$ cat src/rtl/pixel_readout.sv
// Pixel-pair readout: assembles a two-row frame from read0/read1 strobes and
// queues packed frames in a first-word-fall-through FIFO with sticky error flags.
module pixel_readout #(
  parameter int unsigned DATA_W = 8,
  parameter int unsigned DEPTH  = 4
) (
  input  logic                  clk,
  input  logic                  reset,
  input  logic                  read0,
  input  logic                  read1,
  input  logic                  erase,
  input  logic [DATA_W-1:0]     data_in1,
  input  logic [DATA_W-1:0]     data_in2,
  output logic [4*DATA_W-1:0]   out_data,
  output logic                  out_valid,
  input  logic                  out_ready,
  output logic [$clog2(DEPTH):0] fifo_count,
  output logic                  overflow,
  output logic                  seq_error,
  input  logic                  err_clear
);

  localparam int unsigned AW     = $clog2(DEPTH);
  localparam int unsigned CW     = AW + 1;
  localparam int unsigned PAIR_W = 2 * DATA_W;
  localparam int unsigned WORD_W = 4 * DATA_W;

  typedef enum logic {
    S_IDLE = 1'b0,
    S_ROW0 = 1'b1
  } state_e;

  state_e              state_q;
  logic                read0_q;
  logic                read1_q;
  logic [PAIR_W-1:0]   hold_q;
  logic [WORD_W-1:0]   mem_q [DEPTH];
  logic [AW-1:0]       wr_ptr_q;
  logic [AW-1:0]       rd_ptr_q;
  logic [CW-1:0]       count_q;
  logic [CW-1:0]       count_d;
  logic                overflow_q;
  logic                seq_error_q;

  logic                rise0_c;
  logic                rise1_c;
  logic                push_c;
  logic                seq_err_c;
  logic                full_c;
  logic                empty_c;
  logic                pop_c;
  logic                accept_c;
  logic                drop_c;
  logic [WORD_W-1:0]   push_word_c;

  // Edge detection and event decode; erase masks every strobe in its cycle.
  assign rise0_c     = read0 & ~read0_q;
  assign rise1_c     = read1 & ~read1_q;
  assign push_c      = (state_q == S_ROW0) && rise1_c && !erase;
  assign seq_err_c   = (state_q == S_IDLE) && rise1_c && !erase;
  assign push_word_c = {data_in2, data_in1, hold_q};

  assign empty_c  = (count_q == '0);
  assign full_c   = (count_q == CW'(DEPTH));
  assign pop_c    = !empty_c && out_ready;
  assign accept_c = push_c && (!full_c || pop_c);
  assign drop_c   = push_c && full_c && !pop_c;

  assign out_valid  = !empty_c;
  assign out_data   = empty_c ? '0 : mem_q[rd_ptr_q];
  assign fifo_count = count_q;
  assign overflow   = overflow_q;
  assign seq_error  = seq_error_q;

  always_ff @(posedge clk or posedge reset) begin
    if (reset) begin
      read0_q <= 1'b0;
      read1_q <= 1'b0;
    end else begin
      read0_q <= read0;
      read1_q <= read1;
    end
  end

  // Capture FSM; a simultaneous read0 rise is ignored whenever read1 rises.
  always_ff @(posedge clk or posedge reset) begin
    if (reset) begin
      state_q <= S_IDLE;
      hold_q  <= '0;
    end else if (erase) begin
      state_q <= S_IDLE;
      hold_q  <= '0;
    end else begin
      case (state_q)
        S_IDLE: begin
          if (rise0_c && !rise1_c) begin
            hold_q  <= {data_in2, data_in1};
            state_q <= S_ROW0;
          end
        end
        S_ROW0: begin
          if (rise1_c) begin
            hold_q  <= '0;
            state_q <= S_IDLE;
          end else if (rise0_c) begin
            hold_q  <= {data_in2, data_in1};
          end
        end
        default: begin
          state_q <= S_IDLE;
          hold_q  <= '0;
        end
      endcase
    end
  end

  // Storage array carries no reset; out_data is masked to zero while empty.
  always_ff @(posedge clk) begin
    if (accept_c) begin
      mem_q[wr_ptr_q] <= push_word_c;
    end
  end

  always_comb begin
    count_d = count_q;
    case ({accept_c, pop_c})
      2'b10:   count_d = count_q + CW'(1);
      2'b01:   count_d = count_q - CW'(1);
      default: count_d = count_q;
    endcase
  end

  always_ff @(posedge clk or posedge reset) begin
    if (reset) begin
      wr_ptr_q <= '0;
      rd_ptr_q <= '0;
      count_q  <= '0;
    end else begin
      if (accept_c) begin
        wr_ptr_q <= wr_ptr_q + AW'(1);
      end
      if (pop_c) begin
        rd_ptr_q <= rd_ptr_q + AW'(1);
      end
      count_q <= count_d;
    end
  end

  // Sticky flags: a setting event outranks err_clear in the same cycle.
  always_ff @(posedge clk or posedge reset) begin
    if (reset) begin
      overflow_q  <= 1'b0;
      seq_error_q <= 1'b0;
    end else begin
      if (drop_c) begin
        overflow_q <= 1'b1;
      end else if (err_clear) begin
        overflow_q <= 1'b0;
      end
      if (seq_err_c) begin
        seq_error_q <= 1'b1;
      end else if (err_clear) begin
        seq_error_q <= 1'b0;
      end
    end
  end

endmodule

$ cat config.mk
export PLATFORM = sky130hd
export DESIGN_NAME = pixel_readout
export DESIGN_NICKNAME = d
export VERILOG_FILES = /design/src/rtl/pixel_readout.sv
export SDC_FILE = /design/constraint.sdc
export NUM_CORES = 1
export LEC_CHECK = 0
export CORE_UTILIZATION = 25
export DETAILED_ROUTE_END_ITERATION = 6
export GPL_ROUTABILITY_DRIVEN = 0
export PLACE_DENSITY_LB_ADDON = 0.3
export SLEW_MARGIN = 5
export SYNTH_ARGS = -nofsm -noshare
export SYNTH_HDL_FRONTEND = slang
export SYNTH_SLANG_ARGS = --single-unit
$ cat constraint.sdc
create_clock -name clk -period 2.7 [get_ports clk]
set_input_delay 0.54 -clock clk [delete_from_list [all_inputs] [get_ports clk]]
set_output_delay 0.54 -clock clk [all_outputs]
set_load 0.05 [all_outputs]
==> results of run 1 <==
==> critical path, delay by kind of cell (launching register included) <==
family | cells | cell delay (ns)
multiplexers | 1 | 0.54
flip-flops | 1 | 0.44
AND/OR/NAND/NOR | 1 | 0.21
buffers and inverters | 2 | 0.37
==> how the worst min path moves through the flow <==
stage          startpoint      endpoint  slack [ns]  cells past startpoint
4_1_cts         hold_q[6]   mem_q[0][6]        0.51                      0
3_5_place_dp    hold_q[6]   mem_q[0][6]        0.50                      0
5_1_grt         hold_q[6]   mem_q[0][6]        0.53                      0
2_1_floorplan   hold_q[0]   mem_q[0][0]        0.48                      0
6_report        hold_q[6]   mem_q[3][6]        0.51                      0
3_3_place_gp   hold_q[14]  mem_q[0][14]        0.49                      0
==> flip-flops by register name, summed over array words and instances (netlist names) <==
signal and cells:
rd_ptr_q 2, wr_ptr_q 2, state_q 1, mem_q 128, seq_error 1, hold_q 16
read0_q 1, fifo_count 3, overflow 1, read1_q 1
==> metal layers <==
metal  vias to the layer above  share of wire  track usage
met2                        72           0.48       0.1633
met4                         0          0.018      0.04720
met5                         -              0            0
met3                        18          0.047      0.03178
met1                      1597           0.45       0.1314
li1                       1389              -            -
==> power by group <==
group / internal [mW] / switching, mW
logic: 2.06 / 2.30
clock network: 1.74 / 0.909
registers: 2.68 / 0.0939
==> through the flow <==
step	hold WS, ns	worst slack, ns
CTS	0.5137	0.03191
detailed placement	0.4988	0.1918
floorplan	0.4763	0.08486
finish	0.5097	0.1639
global placement	0.4931	0.2408
global route	0.5300	0.05741
==> synthesized netlist by cell type (2+ instances only) <==
cell type  count
a22o_2        16
a21oi_1        2
nand2_1        7
nand3_1        4
and2_1        36
ha_1           4
nor2b_1        2
o21ai_0        3
edfxtp_1     128
nor2_1         4
buf_6          4
dfrtp_1       28
buf_2          7
clkbuf_1       4
inv_1          8
mux4_2        32
xnor2_1        5
==> kinds of logic (layout without fill, tap and decap cells) <==
group / count (synthesis) / count (layout) / share of synthesized area
AOI/OAI and AO/OA: 30 / 30 / 0.04484
xor gates and xnor gates: 5 / 5 / 0.007101
adders and majority gates: 5 / 5 / 0.01136
buffers and inverters: 25 / 115 / 0.02211
DFF: 156 / 156 / 0.7369
muxes: 32 / 32 / 0.1169
and+or+nand+nor: 61 / 61 / 0.06087
==> final cells by class <==
type / instances / area share
Timing Repair Buffer: 75 / 0.1361
Multi-Input combinational cell: 133 / 0.1806
Inverter: 8 / 0.003636
Clock buffer: 18 / 0.05318
Sequential cell: 156 / 0.5505
Tap cell: 324 / 0.04909
Clock inverter: 14 / 0.02697
==> flow_metrics.env, run 1 <==
export IMPL_timing_final_crit_share=0.9393
export IMPL_grt_pass1_wl_um=19300
export IMPL_synthTopCellsByArea="edfxtp_1 62%, mux4_2 12%, dfrtp_1 11%"
export IMPL_dp_cells=695
export IMPL_num_rows=57
export IMPL_setup_tns_ns=0
export IMPL_clkTransAtPathRegs_ns=0.06
export IMPL_reg2reg_depth=6
export IMPL_holdBufCountCts=0
export IMPL_drt_iter0_drc=187
export IMPL_grt_pass1_vias=3291
export IMPL_cp_required_ns=2.16
export IMPL_yosys_warnings=0
export IMPL_post_synth_cell_area_avg_um2=19.64
export IMPL_drtAntennaViolNets=0
export IMPL_maxSlewHeadroom=0.3999
export IMPL_p_leak_nw=2.891
export IMPL_synth_nets=342
export IMPL_antenna_found_initial=0
export IMPL_path_cells="buf_12 > mux4_2 > and2_1 > buf_12"
export IMPL_maxSlewViolCount=0
export IMPL_reg2reg_from="fifo_count[0]"
export IMPL_final_nets=419
export IMPL_sequential_cell_area_um2=4546
export IMPL_endpoint="out_data[9]"
export IMPL_cts_sinks=156
export IMPL_final_common_cell="edfxtp_1"
export IMPL_track_usage=0.1038
export IMPL_diodes=0
export IMPL_multi_input_area_um2=1491
export IMPL_setup_viol=0
export IMPL_cts_htree_levels=4
export IMPL_design_area_um2=8258
export IMPL_critPathCaptureType="output pin"
export IMPL_synth_largest_area_cell="edfxtp_1"
export IMPL_crit_top_cell="buf_12"
export IMPL_core_region_area_um2=24250
export IMPL_fill_cells=2316
export IMPL_initial_utilization=0.2543
export IMPL_ff2ff_setup_slack_ns=0.81
export IMPL_dp_hpwl_um=7155
export IMPL_worst_ep_arrival_time_ns=2.00
export IMPL_max_cap_viol_count=0
export IMPL_irDropWorstVdd_mv=0.6975
export IMPL_mostFrequentLayoutCells="128 x edfxtp_1, 38 x buf_12, 32 x mux4_2, 32 x and2_1"
export IMPL_drcViolationCount=0
export IMPL_netlist_instances=314
export IMPL_drive_above_1_share=0.3391
export IMPL_synth_edf_count=128
export IMPL_port_buffers=60
export IMPL_overflow=0
export IMPL_synthArstFlopShare=0.1795
export IMPL_clk_latency_ns=0.42
export IMPL_critPathSlowestCell="mux4_2"
export IMPL_start_kind="flip-flop"
export IMPL_viasPerCell=4.225
export IMPL_ys_seq_elements=156
export IMPL_powerDensity_nw_per_um2=1185
export IMPL_p_total_mw=9.788
export IMPL_finalHoldViolCount=0
export IMPL_cts_resized=0
export IMPL_chipHeight_um=159.1
export IMPL_worst_hold_path_type="reg -> reg"
export IMPL_die_area_um2=25300
export IMPL_syn_to_final_growth_pct=33.90
export IMPL_max_stage_delay_ns=0.54
export IMPL_crit_fanout=16
export IMPL_clockRootBuffer="clkbuf_16"
export IMPL_clockBufferDepth=2
export IMPL_synth_ff_type="edfxtp_1"
export IMPL_cts_buffers=17
export IMPL_rsz0062_at_grt="no"
export IMPL_wl_um=12260
export IMPL_cts_tree="done"
export IMPL_synth_top_area_frac=0.6233
export IMPL_pin_count=61
export IMPL_placed_area_um2=7571
export IMPL_r2r_end="fifo_count[1]"
export IMPL_critPathKind="reg -> out"
export IMPL_timing_final_crit_period_ns=2.536
export IMPL_wire_per_inst_um=16.84
export IMPL_startpoint="rd_ptr_q[0]"
export IMPL_vias=3076
export IMPL_layout_cells_non_filler=728
export IMPL_status="finished clean"
export IMPL_worst_slew_pin_slew_ns=0.8973
export IMPL_synthDistinctLibCells=37
export IMPL_max_freq_mhz=394.3
export IMPL_grt_max_degree=36
export IMPL_utilization=0.3406
export IMPL_syn_cell_area_um2=6167
export IMPL_dr_pass1_iters=4
export IMPL_die_w_um=159.1
export IMPL_fin_worst_skew_ns=0.01207
export IMPL_cts_setup_buffers=0
export IMPL_ys_seq_area_frac=0.7369
Note: power is estimated with default switching activity, not from simulation.
==> run 2, diff against run 1 <==
Settings changed: HOLD_SLACK_MARGIN set to 0.02.
Clock period 2.7 ns to 3.05 ns, I/O delays scaled along.
==> run 2 against run 1 <==
  * Final area fell by 0.92%
  * Worst setup slack improved by 0.17 ns
  * Hold slack better by 0.012 ns
  * Final cell count grew 0.14%
  * Largest power group unchanged
==> flow_metrics.env, run 2 (synthesis gave the netlist of run 1 again) <==
export IMPL_placed_area_um2=7599
export IMPL_setup_viol=0
export IMPL_critPathBufInv=2
export IMPL_crit_fanout=13
export IMPL_p_total_mw=8.363
export IMPL_final_nets=420
export IMPL_max_stage_delay_ns=0.57
export IMPL_cts_sinks=156
export IMPL_max_freq_mhz=367.7
export IMPL_maxSlewHeadroom=0.3743
export IMPL_cts_buffers=17
export IMPL_clockRootBuffer="clkbuf_16"
export IMPL_worst_slew_pin_slew_ns=0.9355
export IMPL_die_area_um2=25300
export IMPL_cts_setup_buffers=0
export IMPL_crit_top_cell="buf_12"
export IMPL_fin_worst_skew_ns=0.007581
export IMPL_overflow=0
export IMPL_cts_resized=0
export IMPL_holdBufCountCts=0
export IMPL_chipHeight_um=159.1
export IMPL_vias=3036
export IMPL_setup_tns_ns=0
export IMPL_hold_depth=1
export IMPL_powerDensity_nw_per_um2=1022
export IMPL_clockBufferDepth=2
export IMPL_timing_final_crit_share=0.8916
export IMPL_grt_pass1_wl_um=19470
export IMPL_largest_register_ffs=128
export IMPL_maxSlewViolCount=0
export IMPL_worst_ep_arrival_time_ns=2.11
export IMPL_antenna_found_initial=0
export IMPL_dp_hpwl_um=7848
export IMPL_startpoint="rd_ptr_q[0]"
export IMPL_path_cells="buf_12 > mux4_2 > and2_1 > buf_12"
export IMPL_critPathKind="reg -> out"
export IMPL_viasPerCell=4.165
export IMPL_design_area_um2=8182
export IMPL_critPathSlowestCell="mux4_2"
export IMPL_grt_pass1_vias=3403
export IMPL_irDropWorstVdd_mv=0.3949
export IMPL_min_delay_start="seq_error"
export IMPL_rsz0062_at_grt="no"
export IMPL_track_usage=0.1033
export IMPL_diodes=0
export IMPL_worst_hold_path_type="reg -> reg"
export IMPL_ff2ff_setup_slack_ns=0.92
export IMPL_core_region_area_um2=24250
export IMPL_mostFrequentLayoutCells="128 x edfxtp_1, 39 x buf_12, 32 x mux4_2, 32 x and2_1"
export IMPL_p_leak_nw=2.850
export IMPL_grt_max_degree=33
export IMPL_clkTransAtPathRegs_ns=0.07
export IMPL_die_w_um=159.1
export IMPL_port_buffers=60
export IMPL_reg2reg_depth=7
export IMPL_dr_pass1_iters=4
export IMPL_final_common_cell="edfxtp_1"
export IMPL_wl_um=12080
export IMPL_drcViolationCount=0
export IMPL_status="finished clean"
export IMPL_path_delay_family="multiplexers"
export IMPL_finalHoldViolCount=0
export IMPL_drive_above_1_share=0.3481
export IMPL_r2r_end="fifo_count[1]"
export IMPL_wire_per_inst_um=16.57
export IMPL_timing_final_crit_period_ns=2.719
export IMPL_pin_count=61
export IMPL_clk_latency_ns=0.42
export IMPL_cts_tree="done"
export IMPL_reg2reg_from="fifo_count[0]"
export IMPL_critPathCaptureType="output pin"
export IMPL_drt_iter0_drc=187
export IMPL_num_rows=57
export IMPL_start_kind="flip-flop"
export IMPL_initial_utilization=0.2543
export IMPL_drtAntennaViolNets=0
export IMPL_largest_register="mem_q"
export IMPL_syn_to_final_growth_pct=32.66
export IMPL_cts_htree_levels=4
export IMPL_max_cap_viol_count=0
export IMPL_cp_required_ns=2.44
export IMPL_hold_end="seq_error"
## run 2: how the worst max path moves through the flow
stage | endpoint | depth (start not counted) | slack (ns)
after floorplan | fifo_count[2] | 9 | 0.43
after global placement | mem_q[0][20] | 5 | 0.41
after detailed placement | mem_q[0][28] | 5 | 0.35
after CTS | out_data[9] | 4 | 0.27
after global routing | out_data[9] | 4 | 0.24
final | out_data[9] | 4 | 0.33
## run 2: cell type report
cell class / instances / area (µm²)
clock buffers: 17 / 425.4
multi-input cells: 133 / 1491
clock inverters: 15 / 157.7
fillers: 2306 / 16070
flip-flops and latches: 156 / 4546
inverters: 8 / 30.03
well taps: 324 / 405.4
repair buffers: 76 / 1126
## run 2: stage by stage
| step | hold slack, ns | util | worst slack, ns | cells |
|---|---|---|---|---|
| floorplan | 0.4763 | - | 0.4349 | 314 |
| global placement | 0.4875 | 0.3134 | 0.4072 | 697 |
| detailed placement | 0.4983 | 0.3134 | 0.3525 | 697 |
| CTS | 0.5234 | 0.3374 | 0.2741 | 729 |
| global route | 0.5416 | 0.3374 | 0.2371 | 729 |
| finish | 0.5214 | 0.3374 | 0.3305 | 729 |
## run 2: power breakdown
group | internal [mW] | switching, mW
Clock | 1.15 | 0.881
Sequential | 2.38 | 0.103
Combinational | 1.83 | 2.02
Total | 5.36 | 3.00
## run 2: metal layers
metal | part of all wire | GRT usage
met5 | 0 | 0
met4 | 0.0071 | 0.03802
met3 | 0.046 | 0.03256
met2 | 0.50 | 0.1705
met1 | 0.45 | 0.1269
